`src/rtl/mmio_store_fifo.sv`:
```
`default_nettype none
// +----------------------------------------------------------------------------+
// | mmio_store_fifo: memory-mapped TX FIFO with status/drop-count registers     |
// | Rev 1.0                                                                     |
// +----------------------------------------------------------------------------+
module mmio_store_fifo #(
  parameter logic [31:0] IO_BASE = 32'hFFFF_0000,
  parameter int unsigned DEPTH   = 8,
  parameter int unsigned AW      = 3
) (
  input  logic        clock,
  input  logic        reset,
  input  logic [31:0] Address,
  input  logic [31:0] WriteData,
  input  logic        MemWrite,
  input  logic        MemRead,
  output logic        io_hit,
  output logic [31:0] io_ReadData,
  output logic [31:0] out_data,
  output logic        out_valid,
  input  logic        out_ready,
  output logic        fifo_full
);

  localparam logic [AW:0] FULL_COUNT  = (AW+1)'(DEPTH);
  localparam logic [1:0]  SEL_TXDATA  = 2'd0;
  localparam logic [1:0]  SEL_STATUS  = 2'd1;
  localparam logic [1:0]  SEL_DROPCNT = 2'd2;

  logic [31:0]   mem_q [DEPTH];
  logic [31:0]   mem_d [DEPTH];
  logic [AW-1:0] wr_ptr_q, wr_ptr_d;
  logic [AW-1:0] rd_ptr_q, rd_ptr_d;
  logic [AW:0]   count_q, count_d;
  logic [7:0]    drop_cnt_q, drop_cnt_d;

  logic [1:0]  sel;
  logic        empty, full;
  logic        push, pop, accept, drop, clr;
  logic [8:0]  count_ext;
  logic [31:0] status_word;

  assign io_hit = (Address[31:4] == IO_BASE[31:4]);
  assign sel    = Address[3:2];
  assign empty  = (count_q == '0);
  assign full   = (count_q == FULL_COUNT);
  assign push   = MemWrite & io_hit & (sel == SEL_TXDATA);
  assign pop    = !empty & out_ready;
  // A pop on the same edge frees a slot, so a push against a full FIFO still lands.
  assign accept = push & (!full | pop);
  assign drop   = push & full & !pop;
  assign clr    = MemWrite & io_hit & (sel == SEL_DROPCNT);

  assign count_ext   = 9'(count_q);
  assign status_word = {16'b0, count_ext[7:0], 6'b0, empty, full};

  always_comb begin
    mem_d = mem_q;
    if (accept) begin
      mem_d[wr_ptr_q] = WriteData;
    end
    wr_ptr_d = accept ? wr_ptr_q + AW'(1) : wr_ptr_q;
    rd_ptr_d = pop ? rd_ptr_q + AW'(1) : rd_ptr_q;
    count_d  = count_q;
    case ({accept, pop})
      2'b10:   count_d = count_q + (AW+1)'(1);
      2'b01:   count_d = count_q - (AW+1)'(1);
      default: count_d = count_q;
    endcase
    drop_cnt_d = drop_cnt_q;
    if (clr) begin
      drop_cnt_d = 8'd0;
    end else if (drop && drop_cnt_q != 8'hFF) begin
      drop_cnt_d = drop_cnt_q + 8'd1;
    end
  end

  always_ff @(posedge clock or posedge reset) begin
    if (reset) begin
      for (int i = 0; i < int'(DEPTH); i++) begin
        mem_q[i] <= '0;
      end
      wr_ptr_q   <= '0;
      rd_ptr_q   <= '0;
      count_q    <= '0;
      drop_cnt_q <= '0;
    end else begin
      mem_q      <= mem_d;
      wr_ptr_q   <= wr_ptr_d;
      rd_ptr_q   <= rd_ptr_d;
      count_q    <= count_d;
      drop_cnt_q <= drop_cnt_d;
    end
  end

  always_comb begin
    io_ReadData = 32'b0;
    if (MemRead && io_hit) begin
      case (sel)
        SEL_STATUS:  io_ReadData = status_word;
        SEL_DROPCNT: io_ReadData = {24'b0, drop_cnt_q};
        default:     io_ReadData = 32'b0;
      endcase
    end
  end

  assign out_valid = !empty;
  assign out_data  = mem_q[rd_ptr_q];
  assign fifo_full = full;

  logic unused_bits;
  assign unused_bits = ^{Address[1:0], count_ext[8]};

endmodule
`default_nettype wire

```
`config.mk`:
```
export PLATFORM = sky130hd
export DESIGN_NAME = mmio_store_fifo
export DESIGN_NICKNAME = d
export VERILOG_FILES = /design/src/rtl/mmio_store_fifo.sv
export SDC_FILE = /design/constraint.sdc
export NUM_CORES = 1
export LEC_CHECK = 0
export ABC_AREA = 1
export BUFFER_PORTS_ARGS = -buffer_cell sky130_fd_sc_hd__buf_4
export CORE_MARGIN = 1.5
export CORE_UTILIZATION = 35
export CTS_BUF_LIST = sky130_fd_sc_hd__clkbuf_8
export DETAILED_ROUTE_END_ITERATION = 8
export SKIP_LAST_GASP = 1
export SLEW_MARGIN = 0
export SYNTH_ARGS = -nofsm -noshare
export SYNTH_HDL_FRONTEND = slang
export SYNTH_SLANG_ARGS = --single-unit
```
`constraint.sdc`:
```
create_clock -name clock -period 10.47 [get_ports clock]
set_clock_uncertainty 0.1 [all_clocks]
set_input_delay 0.5235 -clock clock [delete_from_list [all_inputs] [get_ports clock]]
set_output_delay 0.5235 -clock clock [all_outputs]
set_load 0.01 [all_outputs]
```
==> summary by stage <==
Final layout
The post-layout net count is between 1.5k and 2k. Of the cells placed in the final design, the portion with a size suffix greater than 1 is between 10% and 20%. The multi-input combinational cells in the finished layout cover a total of approximately 6000 um2. The filler cells instantiated in the layout total approximately 4.2k. Relative to the synthesized area, the layout overhead comes to 11.8%. The area of all placed cells without fillers is roughly 16,000 um2. The sequential cell area is 6860 um2.

0 antenna diodes ended up in the layout.

Global route
The initial antenna violation count was 0. Entering global routing, the biggest net connects between 100 and 150 pins. The overall fraction of global-route tracks in use is between 20 and 25%. The wire length of the first global-routing pass is 67.3 mm. The number of global-route vias before repair is between 10k and 15k.

The total overflow reported by the global router is 0.

Synth
During synthesis, Yosys emitted a total of 0 warnings. The prevailing post-synth register cell is dfrtp_1. After synthesis, flip-flops and latches occupy around half of the total area.

In this run the biggest area consumer among cell types represents a little under 50% of the synthesized area. The netlist uses 26 different library cells. The library cell occupying the most area in the post-synthesis netlist is dfrtp_1. The proportion of register bits with asynchronous set or reset after synthesis is 100%. The flip-flop and latch count after synthesis is 274. In this run, synthesis inferred 0 flip-flops with an integrated enable. Dividing the synthesized area by the synthesized cell count gives 7.55 um2. The commonest cells after synthesis are nand2_1 (559), nor2_1 (278), dfrtp_1 (274). Yosys attributes the largest share of cell area to dfrtp_1 (49%), nand2_1 (15%), nand3_1 (9.7%), nor2_1 (7.4%), o21ai_0 (4.9%).

Counting every instance in the synthesized netlist gives 1,860. The summed instance area of the synthesized netlist is 14,000 um2. The library cell with the highest instance count after synthesis is nand2_1.

Setup path
The standard cell with the maximum stage delay on the critical path is dfrtp_4. At the worst endpoint, the required time is about 9900 ps. The largest stage delay on the critical path is roughly 950 ps. Data arrives at the worst endpoint at around 4000 ps. STA classifies the critical path endpoint as an output port. Counting both buffers and inverters, the worst setup path holds a total of 3.

The endpoint of the worst register-to-register path is mem_q[155]. The worst setup path is launched from a flip-flop. The class of the most critical setup path is reg2out.

The signal on the critical path passes through clkinv_2, buf_4, o21ai_0, o22ai_1, nor2_1, a31oi_1, buf_4. In this run the worst path has a maximum fanout of 70. Among cell families on the critical path, the largest total delay comes from buffers and inverters. The worst register-to-register path begins at count_q[0]. The length in cells of the worst reg-to-reg path is 9. The flop-to-flop setup slack is about 7300 ps.

In this design, the critical path's most frequently occurring cell is buf_4.

STA
The shortest clock period the worst path allows after layout is 4650 ps. The highest clock frequency the design can meet is between 0.2 and 0.25 GHz. At the pin with the least slew margin, the transition time is 1270 ps. Dividing the final minimum period by the clock period gives approximately 44%. For the final routed database, the setup TNS stands at 0 ps.

Setup repair after global routing left no endpoint under its margin. The final hold violation count is 0. Headroom to the max-slew limit came out at 15.1%.

The worst-case setup margin in the final layout is about 5800 ps. The final max-slew violation count is 0. Setup violations remaining at the end of the flow were counted as 0.

Clocking
Clock tree synthesis selected as its root buffer the cell clkbuf_8. Counting the buffers created by CTS gives 47. The clock-pin slew of the registers on the worst-case setup and hold paths is ~60 ps. After clock tree synthesis, the flow added hold-fix buffers numbering 0.

The buffer depth of the longest clock path is 3. The post-CTS setup-driven buffer insertion count is 0. The TritonCTS sink count is roughly 270. The latest clock arrival within the worst-skew pair is around 570 ps. TritonCTS built the clock tree. The number of H-tree branching levels is 2. The post-cts gate resize count is 0.

Power
The sum of internal, switching and leakage power is roughly 3200 uW. For this design the static power due to leakage is about 0.0084 uW. For this design the ratio of total power to cell area is around 200 nW/um2. Across the VDD grid, the largest voltage drop is ~130 uV.

Die
between 100 and 150 I/O pins were placed. In this run the standard cell core region covers a little under 40,000 um2. For this configuration, the core starts out at a cell density of 35.4%. The total number of placement rows is between 70 and 80. The floorplan step defined a die boundary enclosing a little over 40,000 um2.

The die is approximately 200 um wide. The height of the die is just over 200 um.

Place
The instance area at placement is 14,800 um2. Detailed placement finished with a half-perimeter wire length of about 22 mm. The congestion estimate from routability-driven global placement came to ~0.74.

The count of buffers added on input and output ports is roughly 110. Prior to clock tree synthesis, the placed netlist has a worst setup slack of around 6500 ps.

Hold path
In this run the worst hold path is classified as in2async.

Route
Dividing the detail-routed via count by the number of cells gives between 5 and 6. The average wire per cell in the routed design is around 17 um. The total routed wirelength is about 42 mm. The count of nets left with antenna violations once routing finished came out at 0. The first detailed-routing pass ran for 5 iterations. The violation count after the first detailed-routing iteration is roughly 970.

The via count is around 12k. The count of unresolved DRC violations after routing is 0.

Flow run
The number of violations of the max-capacitance limit is 0.

Status
The flow ran to the end, and the final reports show no timing, DRC or antenna violations.
## flip-flops by register name, summed over array words and instances, names as in the netlist
name        flops
wr_ptr_q        3
count_q         4
mem_q         256
drop_cnt_q      8
rd_ptr_q        3
## logic make-up (layout without fill, tap and decap cells)
| logic type | Yosys count | after routing | synth area share, % |
|---|---|---|---|
| AO/OA/AOI/OAI | 207 | 207 | 7.96 |
| XOR/XNOR | 8 | 8 | 0.499 |
| adder cells (fa/ha/maj) | 9 | 9 | 0.802 |
| buffers and inverters | 223 | 257 | 8.32 |
| flip-flops | 274 | 274 | 48.8 |
| other | 1 | 20 | 0.0267 |
| AND/OR/NAND/NOR | 1138 | 1138 | 33.6 |
## worst max-delay path by stage
stage,start,endpoint,depth (start not counted)
floorplan,reset,count_q[0],1
global placement,rd_ptr_q[0],out_data[26],7
detailed placement,rd_ptr_q[0],out_data[26],7
CTS,rd_ptr_q[0],out_data[26],7
global route,rd_ptr_q[0],out_data[25],7
finish,rd_ptr_q[0],out_data[26],7
## metal layers
layer	track usage [%]	vias to the layer above	wire [um]
met1	28.4	5986	18800
met4	5.05	0	696
met2	33.3	385	20000
met3	3.02	55	2470
met5	0	-	0
li1	-	6024	-
## where the power goes
part | total (uW) | internal (uW) | switching, uW
combinational | 1140 | 407 | 728
clock | 944 | 503 | 442
sequential | 1130 | 1070 | 57.3
total | 3210 | 1980 | 1230
## placed cells by master (no fill, tap or decap), drive strengths merged, types with 7 or more instances in the layout
cell type / synthesis / layout
a31oi: 32 / 32
buf: 74 / 132
clkbuf: 106 / 59
conb: 1 / 20
dfrtp: 274 / 274
ha: 9 / 9
inv: 43 / 61
nand2: 566 / 566
nand3: 272 / 272
nor2: 279 / 279
nor3: 9 / 9
o21ai: 137 / 137
o22ai: 32 / 32
xor2: 7 / 7
## metrics by stage
stage,instances,util (%),hold WS (ps)
after global placement,2356,37.3,348
after detailed placement,2356,37.3,353
after global routing,2438,39.6,143
final,2438,39.6,10.2
after CTS,2438,39.6,117
after floorplan,1879,-,337
## layout make-up
class / instances / area share, %
Clock buffer: 59 / 5.17
Clock inverter: 23 / 0.582
Inverter: 43 / 1.08
Multi-Input combinational cell: 1382 / 39.0
Sequential cell: 274 / 43.7
Tap cell: 525 / 4.18
Timing Repair Buffer: 132 / 6.31
(Power assumes the default switching activity.)
